File: src/rtl/spi_txn_seq.sv
// Burst sequencer that drives write/read enables to a downstream SPI controller.
// Each transaction is framed by SETUP and GAP phases; reads complete on a synchronized receive flag.
module spi_txn_seq #(
   parameter logic [15:0] TX_HOLD    = 16'd5000,
   parameter logic [15:0] RX_TIMEOUT = 16'd20000,
   parameter logic [7:0]  GAP        = 8'd200
) (
   input  logic       clk,
   input  logic       rst_n,
   input  logic       start,
   input  logic       cmd_rw,
   input  logic [3:0] burst_len,
   input  logic       abort,
   input  logic       receive_status,
   output logic       spi_tx_en,
   output logic       spi_rx_en,
   output logic       mode_select,
   output logic       busy,
   output logic       done,
   output logic       err,
   output logic [4:0] xfer_count
);

   localparam int unsigned CNT_W  = 16;
   localparam int unsigned LEN_W  = 4;
   localparam int unsigned XFER_W = 5;
   localparam int unsigned SYNC_W = 3;

   typedef enum logic [2:0] {
      S_IDLE  = 3'd0,
      S_SETUP = 3'd1,
      S_TX    = 3'd2,
      S_RX    = 3'd3,
      S_GAP   = 3'd4,
      S_DONE  = 3'd5
   } state_e;

   state_e              state_q, state_d;
   logic [CNT_W-1:0]    cnt_q, cnt_d, cnt_inc;
   logic [LEN_W-1:0]    remaining_q, remaining_d;
   logic                rw_q, rw_d;
   logic                tx_en_q, tx_en_d;
   logic                rx_en_q, rx_en_d;
   logic                mode_q, mode_d;
   logic                busy_q, busy_d;
   logic                done_q, done_d;
   logic                err_q, err_d;
   logic [XFER_W-1:0]   xfer_q, xfer_d;
   logic [SYNC_W-1:0]   sync_q, sync_d;
   logic                rx_rise;
   state_e              post_xfer_s;

   // Two synchronizer stages plus one history flop for rising-edge detection
   assign sync_d  = {sync_q[SYNC_W-2:0], receive_status};
   assign rx_rise = sync_q[1] & ~sync_q[2];

   assign cnt_inc = (cnt_q == {CNT_W{1'b1}}) ? cnt_q : cnt_q + CNT_W'(1);

   always_comb begin
      state_d     = state_q;
      cnt_d       = cnt_q;
      remaining_d = remaining_q;
      rw_d        = rw_q;
      mode_d      = mode_q;
      err_d       = err_q;
      xfer_d      = xfer_q;
      // SETUP is the last idle cycle between transactions, so the GAP state covers the rest
      post_xfer_s = S_GAP;
      if (GAP == 8'd1) begin
         post_xfer_s = (remaining_q > LEN_W'(1)) ? S_SETUP : S_DONE;
      end

      if (abort && (state_q != S_IDLE)) begin
         state_d = S_IDLE;
      end else begin
         case (state_q)
            S_IDLE: begin
               if (start && (burst_len != '0)) begin
                  state_d     = S_SETUP;
                  rw_d        = cmd_rw;
                  mode_d      = cmd_rw;
                  remaining_d = burst_len;
                  xfer_d      = '0;
                  err_d       = 1'b0;
               end
            end
            S_SETUP: begin
               cnt_d   = '0;
               state_d = rw_q ? S_RX : S_TX;
            end
            S_TX: begin
               if (cnt_q == (TX_HOLD - CNT_W'(1))) begin
                  cnt_d       = '0;
                  xfer_d      = xfer_q + XFER_W'(1);
                  remaining_d = remaining_q - LEN_W'(1);
                  state_d     = post_xfer_s;
               end else begin
                  cnt_d = cnt_inc;
               end
            end
            S_RX: begin
               // A completion edge beats a timeout landing in the same cycle
               if (rx_rise) begin
                  cnt_d       = '0;
                  xfer_d      = xfer_q + XFER_W'(1);
                  remaining_d = remaining_q - LEN_W'(1);
                  state_d     = post_xfer_s;
               end else if (cnt_q == (RX_TIMEOUT - CNT_W'(1))) begin
                  cnt_d   = '0;
                  err_d   = 1'b1;
                  state_d = S_DONE;
               end else begin
                  cnt_d = cnt_inc;
               end
            end
            S_GAP: begin
               if (cnt_q == ({8'd0, GAP} - CNT_W'(2))) begin
                  cnt_d   = '0;
                  state_d = (remaining_q != '0) ? S_SETUP : S_DONE;
               end else begin
                  cnt_d = cnt_inc;
               end
            end
            S_DONE: begin
               state_d = S_IDLE;
            end
            default: begin
               state_d = S_IDLE;
            end
         endcase
      end

      // Outputs are decoded from the next state so they register alongside it
      tx_en_d = (state_d == S_TX);
      rx_en_d = (state_d == S_RX);
      busy_d  = (state_d != S_IDLE);
      done_d  = (state_d == S_DONE);
   end

   always_ff @(posedge clk) begin
      if (!rst_n) begin
         state_q     <= S_IDLE;
         cnt_q       <= '0;
         remaining_q <= '0;
         rw_q        <= 1'b0;
         tx_en_q     <= 1'b0;
         rx_en_q     <= 1'b0;
         mode_q      <= 1'b0;
         busy_q      <= 1'b0;
         done_q      <= 1'b0;
         err_q       <= 1'b0;
         xfer_q      <= '0;
         sync_q      <= '0;
      end else begin
         state_q     <= state_d;
         cnt_q       <= cnt_d;
         remaining_q <= remaining_d;
         rw_q        <= rw_d;
         tx_en_q     <= tx_en_d;
         rx_en_q     <= rx_en_d;
         mode_q      <= mode_d;
         busy_q      <= busy_d;
         done_q      <= done_d;
         err_q       <= err_d;
         xfer_q      <= xfer_d;
         sync_q      <= sync_d;
      end
   end

   assign spi_tx_en   = tx_en_q;
   assign spi_rx_en   = rx_en_q;
   assign mode_select = mode_q;
   assign busy        = busy_q;
   assign done        = done_q;
   assign err         = err_q;
   assign xfer_count  = xfer_q;

endmodule

File: config.mk
export PLATFORM = sky130hd
export DESIGN_NAME = spi_txn_seq
export DESIGN_NICKNAME = d
export VERILOG_FILES = /design/src/rtl/spi_txn_seq.sv
export SDC_FILE = /design/constraint.sdc
export NUM_CORES = 1
export LEC_CHECK = 0
export ABC_AREA = 1
export ABC_CLOCK_PERIOD_IN_PS = 1900
export CAP_MARGIN = 20
export CORE_ASPECT_RATIO = 1.5
export CORE_MARGIN = 2
export CORE_UTILIZATION = 40
export DETAILED_ROUTE_END_ITERATION = 8
export GPL_TIMING_DRIVEN = 1
export MAX_ROUTING_LAYER = met4
export PLACE_DENSITY = 0.68
export SETUP_SLACK_MARGIN = 0.05
export SLEW_MARGIN = 20
export SYNTH_ARGS = -nofsm -noshare
export SYNTH_HDL_FRONTEND = slang
export SYNTH_SLANG_ARGS = --single-unit
File: constraint.sdc
create_clock -name clk -period 1.9 [get_ports clk]
set_input_delay 0.38 -clock clk [delete_from_list [all_inputs] [get_ports clk]]
set_output_delay 0.38 -clock clk [all_outputs]
set_load 0.02 [all_outputs]
# After elaboration in Yosys (flattened, before gate mapping)
# Cells that the tools add are included.
[classes]
n_addsub = 3
n_eq_ne = 16
muxes = 27
bitwise = 3
n_reduce_logical = 14
[op_table]
columns = ["operator", "n"]
rows = [
  ["2-to-1 mux 16 bit", 5],
  ["one-hot mux 16 bit (4 select lines)", 1],
  ["2-to-1 mux 3 bit", 7],
  ["adder 16 x 1 -> 16 bit, second input constant", 1],
  ["equality test 16 x 13 -> 1 bit, second input constant", 1],
  ["equality test 16 x 15 -> 1 bit, second input constant", 1],
  ["equality test 16 bit, second input constant", 1],
  ["equality test 16 x 8 -> 1 bit, second input constant", 1],
  ["2-to-1 mux 5 bit", 3],
  ["one-hot mux 3 bit (5 select lines)", 1],
  ["one-hot mux 5 bit (3 select lines)", 1],
  ["equality test 3 x 2 -> 1 bit, second input constant", 4],
  ["2-to-1 mux 4 bit", 3],
  ["one-hot mux 4 bit (3 select lines)", 1],
  ["nonzero test 4 bit", 3],
  ["inequality test 2 bit, second input constant", 5],
  ["AND reduction 5 bit", 2],
  ["nonzero test 3 bit", 3],
  ["equality test 3 bit, second input constant", 2],
  ["adder 5 x 1 -> 5 bit, second input constant", 1],
  ["2-to-1 mux 1 bit", 4],
  ["subtractor 4 x 1 -> 4 bit, second input constant", 1],
  ["equality test 3 x 1 -> 1 bit, second input constant", 1],
  ["logical NOT 3 bit", 1],
  ["7 further kinds", 9],
]
[word_totals]
regBits = 37
inputBits = 10
wordCells = 74

# Longest topological paths before layout
[logic_depth]
ltp_word = 6
depth_mapped = 12
depth_no_buf = 12

# Least setup slack after synthesis
# OpenSTA, ideal clock, no wires.
[synth_path]
kind = "register to register"
from = "register cnt_q[1]"
to = "register cnt_q[2]"
arrival_time_ns = 1.499
required_time_ns = 1.783
setup_slack_ns = 0.284
stages_incl_launch_ff = 13
cell_sequence = "dfxtp_1 > ha_1 > nand2_1 > nor2_1 > nand2_1 > nor2_4 > nand3_4 > nand2_8 > inv_4 > nand2_1 > nand2_1 > nand2_1 > nor2_1"
[synth_via]
elab_chain_cells = 5
elab_cells_between_ends = 11
cone_classes = "add/sub (1); eq/ne (4); mux (6)"
[synth_rtl]
columns = ["item", "line", "source"]
rows = [
  ["start: declaration", "39", "logic [CNT_W-1:0] cnt_q, cnt_d, cnt_inc;"],
  ["start signal: assignment", "156", "cnt_q <= cnt_d;"],
  ["adder 16 x 1 -> 16 bit / equality test 16 bit (equally long branches)", "57", "assign cnt_inc = (cnt_q == {CNT_W{1'b1}}) ? cnt_q : cnt_q + CNT_W'(1);"],
  ["2-to-1 mux 16 bit", "57", ""],
  ["2-to-1 mux 16 bit", "108", "end else if (cnt_q == (RX_TIMEOUT - CNT_W'(1))) begin"],
  ["2-to-1 mux 16 bit", "103", "if (rx_rise) begin"],
  ["one-hot mux 16 bit (4 select lines) *", "76", "case (state_q)"],
]
# Mark *: on every way between the ends. The rest lies on a longest branch, timed or not.
# A chain may end at the register's enable or synchronous reset.

# Worst setup path in the final report
[layout_path]
from = "register xfer_q[2], in the netlist xfer_count[2]"
to = "output xfer_count[2]"
[layout_rtl]
columns = ["item", "line", "source"]
rows = [
  ["start: declaration", "48", "logic [XFER_W-1:0] xfer_q, xfer_d;"],
  ["start signal: assignment", "165", "xfer_q <= xfer_d;"],
  ["end: declaration", "21", "output logic [4:0] xfer_count"],
]
# No word-level cell between the ends.

==> impl_metrics.toml <==
[status]
status = "finished clean"

[route]
via_count = 2264
final_antenna_net_count = 0
drc = 0
drt-vias-per-instance = 4.99
routedWlPerCell_microns = 12.2
drt_iter0_drc = 96
firstDrtPassIters = 6
wirelength_microns = 5530

[finish]
syn2layout_area_growth_pct = 21.2
multi_input_area_sq_mm = 0.00135
drive_gt1_frac = 0.117
diodes = 0
fin_util = 0.503
final_common_cell = "nand2_1"
fin_cells = 454
final_cell_mix = "nand2_1 (78), nor2_1 (62), inv_1 (44), nand3_1 (38), dfxtp_1 (37)"
final_nets = 398
fillerInstances = 571
seqCellArea_sq_um = 741

[clocking]
path_clk_slew_ns = 0.08
clk_latency_ns = 0.30
cts_tree = "yes"
clockBufferDepth = 2
post_cts_buffers = 0
h-tree-depth = 2
clock-sinks = 37
root_buffer = "clkbuf_8"
cts_buffers = 5

[setup_path]
path_delay_family = "buffers and inverters"
max_stage_delay_ns = 0.64
crit_path_end_kind = "output pin"
crit_path_start_kind = "register"
crit_fanout = 5
path_cells = "clkdlybuf4s50_1"
worstSetupPathType = "reg2out"
worst_ep_required_time_ns = 1.52
slowest_stage = "clkdlybuf4s50_1"
crit_arrival_ns = 1.38
worst-path-buf-inv = 1

[timing]
rsz0062_at_grt = "true"
max_slew_margin = 0.717
drv_slew = 0
fmax_ghz = 0.570
fin_crit_sh = 0.924
holdWs_ns = 0.434
finalHoldViolations = 0
setup_violations = 0
fin_skew_ns = 0.00638
worst_pin_slew_ns = 0.423
totalNegativeSetupSlack_ns = 0
period_needed_ns = 1.76

[floorplan]
die-area_sq_mm = 0.00633
die_w_microns = 65.7
die_y_microns = 96.5
core_sq_mm = 0.00549
start_util = 0.415
num_rows = 33
ioPinCount = 21

[job]
cap_violations = 0

[place]
dp_cells = 445
io_buffers = 20
place_congestion = 0.893
post-dp-hpwl_microns = 4310

[logic_synthesis]
synth_top_area_share = 0.325
ys_seq_area_frac = 0.325
synth_area_per_cell_sq_um = 6.54
synth-seq-cells = 37
netlist_area_sq_mm = 0.00228
synthesis.instances = 349
syn_nets = 364
synthDistinctLibCells = 36
synthTopCellsByArea = "dfxtp_1 (32%), nand2_1 (13%), nor2_1 (10%)"
ys_warn_count = 0
yosys.area.top_type = "dfxtp_1"

[global_route]
grt_pass1_wl_microns = 9470
antenna_found_initial = 0
grt_start_max_net_pins = 15
grt_overflow = 0
grt_use_total = 0.197
grt_pass1_vias = 2192

[power_and_ir_drop]
ir_drop_mv = 0.412
leakage_uw = 0.00114
power_density_mw_per_mm2 = 747
fin_total_pwr_uw = 2060

[worst_hold_path]
min_path_type = "reg2reg"
-- through the flow --
step	cell area [sq um]	setup WS (ns)
global route	2760	0.0250
finish	2760	0.145
detailed placement	2610	0.0718
floorplan	2280	0.284
global placement	2610	0.0984
CTS	2730	0.0947
-- state kept, by name, indices dropped and copies added, names as in the netlist, 3 cells and up --
signal	count
cnt_q	16
sync_q	3
remaining_q	4
state_q	3
xfer_count	5
-- per-layer routing --
layer  global-route usage  wire length [microns]  vias up
met5                    -                      0        -
met4               0.0694                     96        0
met3               0.0278                    153       10
met2                0.375                   3010       41
met1                0.203                   2260     1038
li1                     -                      -     1175
-- where the power goes --
part	switching, uW	leakage (uW)	total [uW]	internal (uW)
registers	44.6	0.000301	874	830
clock network	304	0.0000574	731	427
logic	283	0.000782	459	176
-- worst paths after layout --
kind / endpoint / slack (ns) / from / cells after the start
max: xfer_count[2] / 0.14 / xfer_count[2]$_SDFFE_PN0P_ / 1
min reg2reg: sync_q[1]$_SDFF_PN0_ / 0.43 / sync_q[0]$_SDFF_PN0_ / 2
min: sync_q[1]$_SDFF_PN0_ / 0.43 / sync_q[0]$_SDFF_PN0_ / 2
max reg2reg: cnt_q[7]$_SDFFE_PN0P_ / 0.18 / cnt_q[0]$_SDFFE_PN0P_ / 9
-- cells by family (layout without fill, tap and decap cells) --
group,Yosys count,after routing,share of synthesized area
AND/OR/NAND/NOR,208,209,0.429
XOR/XNOR,6,6,0.0230
flip-flops,37,37,0.325
buffers and inverters,53,87,0.0982
AO/OA/AOI/OAI,40,40,0.0976
adder cells (fa/ha/maj),5,5,0.0274
-- final cells by class --
class,count,share of cell area
tap,70,0.0317
multi-input combinational,260,0.488
clock inverter,2,0.0136
sequential,37,0.268
clock buffer,6,0.0299
inverter,48,0.0665
timing repair buffer,31,0.102
-- synthesized netlist by cell type --
library cell,number
o21ai_1,2
o21ai_0,15
buf_2,2
nand3_2,1
nand2_8,1
nand3_1,38
xor2_1,6
nor2_4,2
a21oi_1,19
or2_0,1
nand2_4,1
nand4_2,1
o21bai_2,1
dfxtp_1,37
nand2_1,78
or2_2,1
nor2_2,2
inv_4,1
nor3_1,2
inv_1,44
nor3_2,1
inv_2,1
clkinv_1,1
o21ai_4,1
o21bai_1,2
clkbuf_1,1
nor2_1,62
clkinv_2,1
nand4_1,6
nand3_4,3
buf_6,1
ha_1,5
nand2_2,6
buf_8,1
and2_0,1
nand3b_1,1
-- repair_timing --
action / 4_1_cts / 5_1_grt
hold buffers: 0 / 0
endpoints found under the setup margin: 0 / 22
resized for setup: 0 / 4
(Power assumes the default switching activity.)
